## src/rtl/dna_pkg.sv

```systemverilog
// Shared definitions for the read-alignment pipeline: base encodings,
// read geometry and the candidate verifier FSM states.
package dna_pkg;

    localparam int unsigned BASE_W     = 2;
    localparam int unsigned DNA_READ_W = 16;
    localparam int unsigned READ_BASES = DNA_READ_W / BASE_W;

    localparam logic [BASE_W-1:0] BASE_A = 2'b00;
    localparam logic [BASE_W-1:0] BASE_G = 2'b01;
    localparam logic [BASE_W-1:0] BASE_C = 2'b10;
    localparam logic [BASE_W-1:0] BASE_T = 2'b11;

    typedef enum logic [1:0] {
        IDLE,
        CMP,
        REPORT,
        FINISH
    } state_t;

endpackage

```

## src/rtl/cand_fifo.sv

```systemverilog
// Synchronous candidate FIFO with combinational read-ahead output.
// A push alongside a pop is accepted even when full.
module cand_fifo #(
    parameter int unsigned WIDTH = 24,
    parameter int unsigned DEPTH = 4
) (
    input  logic             clk,
    input  logic             reset,
    input  logic             push,
    input  logic             pop,
    input  logic [WIDTH-1:0] wdata,
    output logic [WIDTH-1:0] rdata,
    output logic             full,
    output logic             empty
);

    localparam int unsigned AW = $clog2(DEPTH);
    localparam logic [AW:0] PTR_ONE = {{AW{1'b0}}, 1'b1};

    logic [WIDTH-1:0] mem [DEPTH];
    logic [AW:0]      wr_ptr;
    logic [AW:0]      rd_ptr;
    logic             do_push;
    logic             do_pop;

    // Pointers carry one extra wrap bit: equal low bits with differing MSB means full.
    assign empty   = (wr_ptr == rd_ptr);
    assign full    = (wr_ptr[AW] != rd_ptr[AW]) && (wr_ptr[AW-1:0] == rd_ptr[AW-1:0]);
    assign do_pop  = pop && !empty;
    assign do_push = push && (!full || do_pop);
    assign rdata   = mem[rd_ptr[AW-1:0]];

    always_ff @(posedge clk or posedge reset) begin
        if (reset) begin
            wr_ptr <= '0;
            rd_ptr <= '0;
        end else begin
            if (do_push) wr_ptr <= wr_ptr + PTR_ONE;
            if (do_pop)  rd_ptr <= rd_ptr + PTR_ONE;
        end
    end

    always_ff @(posedge clk) begin
        if (do_push) mem[wr_ptr[AW-1:0]] <= wdata;
    end

endmodule

```

## src/rtl/candidate_verifier.sv

```systemverilog
// Buffers seed-lookup candidates and verifies each window base-serially
// against the short read, tracking the best passing alignment.
module candidate_verifier
    import dna_pkg::*;
#(
    parameter int unsigned READ_W     = 16,
    parameter int unsigned IDX_W      = 8,
    parameter int unsigned FIFO_DEPTH = 4,
    parameter int unsigned MAX_MM     = 1
) (
    input  logic              clk,
    input  logic              reset,
    input  logic [READ_W-1:0] shortread,
    input  logic              start,
    input  logic [IDX_W-1:0]  index,
    // "sequence" is a reserved word in SystemVerilog, hence ref_sequence.
    input  logic [READ_W-1:0] ref_sequence,
    input  logic              index_done,
    output logic              hit_valid,
    output logic [IDX_W-1:0]  hit_index,
    output logic [3:0]        hit_mm,
    output logic              hit_pass,
    output logic              busy,
    output logic              overflow,
    output logic              align_done,
    output logic              best_valid,
    output logic [IDX_W-1:0]  best_index,
    output logic [3:0]        best_mm
);

    localparam int unsigned NB = READ_W / BASE_W;
    localparam int unsigned CW = $clog2(NB);
    localparam logic [CW-1:0] LAST_BASE = CW'(NB - 1);
    localparam logic [3:0]    MAX_MM_W  = 4'(MAX_MM);

    state_t            state;
    logic [READ_W-1:0] win_r;
    logic [READ_W-1:0] read_r;
    logic [IDX_W-1:0]  idx_r;
    logic [3:0]        mm_cnt;
    logic [CW-1:0]     base_cnt;
    logic [3:0]        best_score;
    logic [IDX_W-1:0]  last_idx;
    logic              last_idx_valid;

    logic                    fifo_full;
    logic                    fifo_empty;
    logic                    fifo_pop;
    logic [IDX_W+READ_W-1:0] fifo_rdata;
    logic                    is_dup;
    logic                    cand_ok;
    logic                    push_ok;
    logic                    drop_full;
    logic                    base_diff;

    always_comb begin
        fifo_pop  = (state == IDLE) && !fifo_empty;
        is_dup    = last_idx_valid && (index == last_idx);
        cand_ok   = start && !is_dup && (state != FINISH);
        push_ok   = cand_ok && (!fifo_full || fifo_pop);
        drop_full = cand_ok && fifo_full && !fifo_pop;
        base_diff = (win_r[BASE_W*base_cnt +: BASE_W] != read_r[BASE_W*base_cnt +: BASE_W]);
    end

    assign busy = (state != IDLE) || !fifo_empty;

    cand_fifo #(
        .WIDTH (IDX_W + READ_W),
        .DEPTH (FIFO_DEPTH)
    ) u_fifo (
        .clk   (clk),
        .reset (reset),
        .push  (push_ok),
        .pop   (fifo_pop),
        .wdata ({index, ref_sequence}),
        .rdata (fifo_rdata),
        .full  (fifo_full),
        .empty (fifo_empty)
    );

    always_ff @(posedge clk or posedge reset) begin
        if (reset) begin
            last_idx       <= '0;
            last_idx_valid <= 1'b0;
            overflow       <= 1'b0;
        end else begin
            if (push_ok) begin
                last_idx       <= index;
                last_idx_valid <= 1'b1;
            end
            if (drop_full) overflow <= 1'b1;
        end
    end

    always_ff @(posedge clk or posedge reset) begin
        if (reset) begin
            state      <= IDLE;
            win_r      <= '0;
            read_r     <= '0;
            idx_r      <= '0;
            mm_cnt     <= '0;
            base_cnt   <= '0;
            best_score <= 4'd15;
            hit_valid  <= 1'b0;
            hit_index  <= '0;
            hit_mm     <= '0;
            hit_pass   <= 1'b0;
            align_done <= 1'b0;
            best_valid <= 1'b0;
            best_index <= '0;
            best_mm    <= '0;
        end else begin
            hit_valid <= 1'b0;
            unique case (state)
                IDLE: begin
                    if (!fifo_empty) begin
                        idx_r    <= fifo_rdata[READ_W +: IDX_W];
                        win_r    <= fifo_rdata[READ_W-1:0];
                        read_r   <= shortread;
                        mm_cnt   <= '0;
                        base_cnt <= '0;
                        state    <= CMP;
                    // A candidate landing this very cycle must still be verified.
                    end else if (index_done && !push_ok) begin
                        state <= FINISH;
                    end
                end
                CMP: begin
                    if (base_diff) mm_cnt <= mm_cnt + 4'd1;
                    if (base_cnt == LAST_BASE) state <= REPORT;
                    else base_cnt <= base_cnt + 1'b1;
                end
                REPORT: begin
                    hit_valid <= 1'b1;
                    hit_index <= idx_r;
                    hit_mm    <= mm_cnt;
                    hit_pass  <= (mm_cnt <= MAX_MM_W);
                    // Strict less-than keeps the earlier candidate on ties.
                    if ((mm_cnt <= MAX_MM_W) && (mm_cnt < best_score)) begin
                        best_score <= mm_cnt;
                        best_mm    <= mm_cnt;
                        best_index <= idx_r;
                        best_valid <= 1'b1;
                    end
                    state <= IDLE;
                end
                FINISH: begin
                    align_done <= 1'b1;
                end
                default: state <= IDLE;
            endcase
        end
    end

endmodule

```

## config.mk

```make
export PLATFORM = sky130hd
export DESIGN_NAME = candidate_verifier
export DESIGN_NICKNAME = d
export VERILOG_FILES = /design/src/rtl/dna_pkg.sv /design/src/rtl/cand_fifo.sv /design/src/rtl/candidate_verifier.sv
export SDC_FILE = /design/constraint.sdc
export NUM_CORES = 1
export LEC_CHECK = 0
export BUFFER_PORTS_ARGS = -buffer_cell sky130_fd_sc_hd__buf_2
export CAP_MARGIN = 20
export CORE_ASPECT_RATIO = 1.25
export CORE_UTILIZATION = 30
export CTS_CLUSTER_DIAMETER = 60
export DETAILED_ROUTE_END_ITERATION = 7
export PLACE_DENSITY_LB_ADDON = 0.05
export SLEW_MARGIN = 20
export SYNTH_ARGS = -nofsm -noshare
export SYNTH_HDL_FRONTEND = slang
export SYNTH_SLANG_ARGS = --single-unit
```

## constraint.sdc

```tcl
create_clock -name clk -period 8.19 [get_ports clk]
set_input_delay 2.0475 -clock clk [delete_from_list [all_inputs] [get_ports clk]]
set_output_delay 2.0475 -clock clk [all_outputs]
set_load 0.01 [all_outputs]
```

==> summary.txt <==
Run status
  • Outcome: finished clean

Pwr
  • Total power draw: 1.835 mW
  • Static leakage: 3.809 nW
  • Pwr dens: 198.2 nW/um^2
  • Peak VDD IR: 0.0001448 V

Yosys
  • Number of flops mapped to enable cells by yosys: 96
  • Yosys Warn Count: 0
  • Synthesized area: 7985 sq um
  • Mapped Cells: 461
  • Post-synth ARST share: 0.5026
  • Mean Syn Cell Area: 17.32 sq um
  • Synth Flop Type: edfxtp_1
  • Area leader, netlist: edfxtp_1
  • Post-Syn Nets: 522
  • Post-synthesis sequential area ratio: 0.6656
  • Area contributors post-synth: edfxtp_1 36%, dfrtp_1 29%, mux2_2 10%
  • Yosys top cell area share: 0.3610
  • Synth cell types: 49
  • Yosys reg bits: 193

Global routing
  • GRT Util Overall: 0.1362
  • Initial antenna violation count: 0
  • First-pass GRT wire length: 26860 um
  • Number of global-route vias before repair: 4487
  • Total global routing overflow: 0
  • Largest net degree at the start of global routing: 74

Hold path
  • Cell depth of the worst hold path: 1
  • Min-Delay Path Class: register to register

Worst setup path
  • Startpoint types: register
  • Worst Reg-to-Reg Cells: 5
  • WP data required: 6.14 ns
  • WP data arrival: 2.43 ns
  • Critical Path Fanout Max: 27
  • Worst setup EP type: output port
  • Kind of critical path: register to output port

Place
  • # port buffers: 73
  • Final HPWL DP: 11390 um
  • GP Congestion: 0.7095

Final layout
  • Fill count: 2562
  • Area delta synth->final: 15.95%
  • Register area: 5316 sq um
  • Area of the multi-input gates: 2507 sq um
  • Most frequent cells in the layout: 96 x edfxtp_1, 92 x dfrtp_1, 73 x buf_2, 72 x mux2_2, 26 x mux4_2
  • Diodes inserted: 0
  • Layout cells sized above 1: 0.4188
  • # nets final: 602
  • Most common cell after layout, fill and taps aside: edfxtp_1

Detailed routing
  • Post-route DRC: 0
  • Routed WL: 16930 um
  • Via count: 4130
  • Routed WL per cell: 18.94 um
  • 1st-pass router iterations: 4
  • 1st-iter DRT viols: 141
  • Final ANT Viol Nets: 0
  • Vias per cell: 4.620

Timing
  • Fin Clk Skew: 0.009973 ns
  • Fin crit share: 0.5466
  • Final Max Slew Viols: 0
  • Worst slew pin tran: 1.015 ns
  • Final Hold Vio Count: 0
  • Worst slew margin: 0.3231
  • Tmin final: 4.477 ns
  • Unrepaired setup endpoints after global routing: no
  • Setup TNS: 0 ns
  • Final setup violation count: 0
  • Max Fclk: 0.2234 GHz

Clock tree
  • CTS Buffer Depth: 2
  • CTS tree: yes
  • Clk pin slew, worst setup/hold paths: 0.07 ns
  • Clk sink count: 193
  • Hold_buf cts: 0
  • Root Driver: clkbuf_16
  • Worst-Skew Late Latency: 0.44 ns
  • CTS resizes: 0
  • Htree depth: 4
  • TritonCTS buffer count: 17
  • Postcts setup bufs: 0

Floorplan
  • Initial Utilization: 0.3060
  • # IOs: 74
  • Die Wd: 147.9 um
  • Die area: 27280 sq um
  • FP Rows: 66
  • Core area: 26100 sq um
  • Die Y: 184.4 um

Run
  • Max Cap Viol: 0
per-stage QoR:
| step | std cells | instance area (sq um) | util | worst slack [ns] | hold slack, ns |
|---|---|---|---|---|---|
| floorplan | 461 | 7985 | - | 3.615 | 0.4386 |
| global placement | 862 | 8718 | 0.3341 | 3.856 | 0.4460 |
| detailed placement | 862 | 8718 | 0.3341 | 3.791 | 0.4523 |
| CTS | 894 | 9255 | 0.3547 | 3.553 | 0.4687 |
| global route | 894 | 9259 | 0.3548 | 3.410 | 0.4774 |
| finish | 894 | 9259 | 0.3548 | 3.713 | 0.4565 |
where the power goes:
part           internal (mW)  switching (mW)  total (mW)
sequential              1.02         0.00261        1.03
combinational         0.0151          0.0242      0.0392
clock                  0.393           0.378       0.770
total                   1.43           0.404        1.83
cell type report:
cell class | instances | area share
clock buffer | 18 | 0.04635
sequential | 193 | 0.5742
inverter | 13 | 0.005541
tap | 340 | 0.04595
clock inverter | 14 | 0.01162
multi-input combinational | 236 | 0.2708
timing repair buffer | 80 | 0.04554
metal layers:
layer | share of wire | GRT usage | vias up
li1 | - | - | 1903
met1 | 0.43 | 0.1661 | 2146
met2 | 0.53 | 0.2368 | 66
met3 | 0.029 | 0.03045 | 15
met4 | 0.012 | 0.04577 | 0
met5 | 0 | 0 | -
sequential cells by signal (all words and copies together), names as in the netlist:
| signal | count |
|---|---|
| base_cnt | 3 |
| u_fifo.mem | 96 |
| hit_pass | 1 |
| best_valid | 1 |
| hit_valid | 1 |
| u_fifo.wr_ptr | 3 |
| overflow | 1 |
| last_idx | 8 |
| state | 2 |
| last_idx_valid | 1 |
| hit_mm | 4 |
| mm_cnt | 4 |
| align_done | 1 |
| u_fifo.rd_ptr | 3 |
| win_r | 16 |
| idx_r | 8 |
| hit_index | 8 |
| best_mm | 4 |
| best_index | 8 |
| read_r | 16 |
| best_score | 4 |
worst paths after layout:
kind | start | to | slack [ns]
worst min register to register | overflow | overflow | 0.46
worst max-delay path | u_fifo.rd_ptr[0] | busy | 3.71
max in group asynchronous | reset | win_r[0] | 5.54
worst min-delay path | overflow | overflow | 0.46
min in group asynchronous | reset | best_index[0] | 1.59
worst max register to register | u_fifo.rd_ptr[0] | read_r[1] | 5.37
cell usage after synthesis, types with 2 or more instances:
library cell	number
a21o_1	3
a41oi_1	2
nand4b_1	3
edfxtp_1	96
xnor2_1	15
nor2b_1	4
nand3b_1	2
nor3_1	4
ha_1	17
o21ai_0	6
xor2_1	10
nand2b_1	2
nand4_1	3
buf_2	9
a21oi_1	6
nand3_1	4
clkbuf_1	5
mux2i_1	4
dfstp_2	4
dfrtp_1	93
inv_1	13
and3_1	6
and2_4	2
nand2_1	10
xnor2_2	3
mux2_2	72
a221o_1	3
buf_6	4
nor2_1	8
mux4_2	26
or2_2	4
critical path, cell delays in order, from the launching register on:
cell	delay (ns)
dfrtp_2	1.02
xnor2_2	0.22
nand3_2	0.21
nor2_2	0.23
inv_1	0.14
buf_2	0.17
kinds of logic (layout without fill, tap and decap cells):
logic type / after synthesis / after routing / share of synthesized area
buf+inv: 32 / 125 / 0.02068
mux: 104 / 104 / 0.1846
flops: 193 / 193 / 0.6656
fa+ha+maj: 17 / 17 / 0.02664
simple gates: 60 / 60 / 0.04513
xor+xnor: 28 / 28 / 0.03353
compound gates: 27 / 27 / 0.02382
Power figures use the tool's default switching activity.
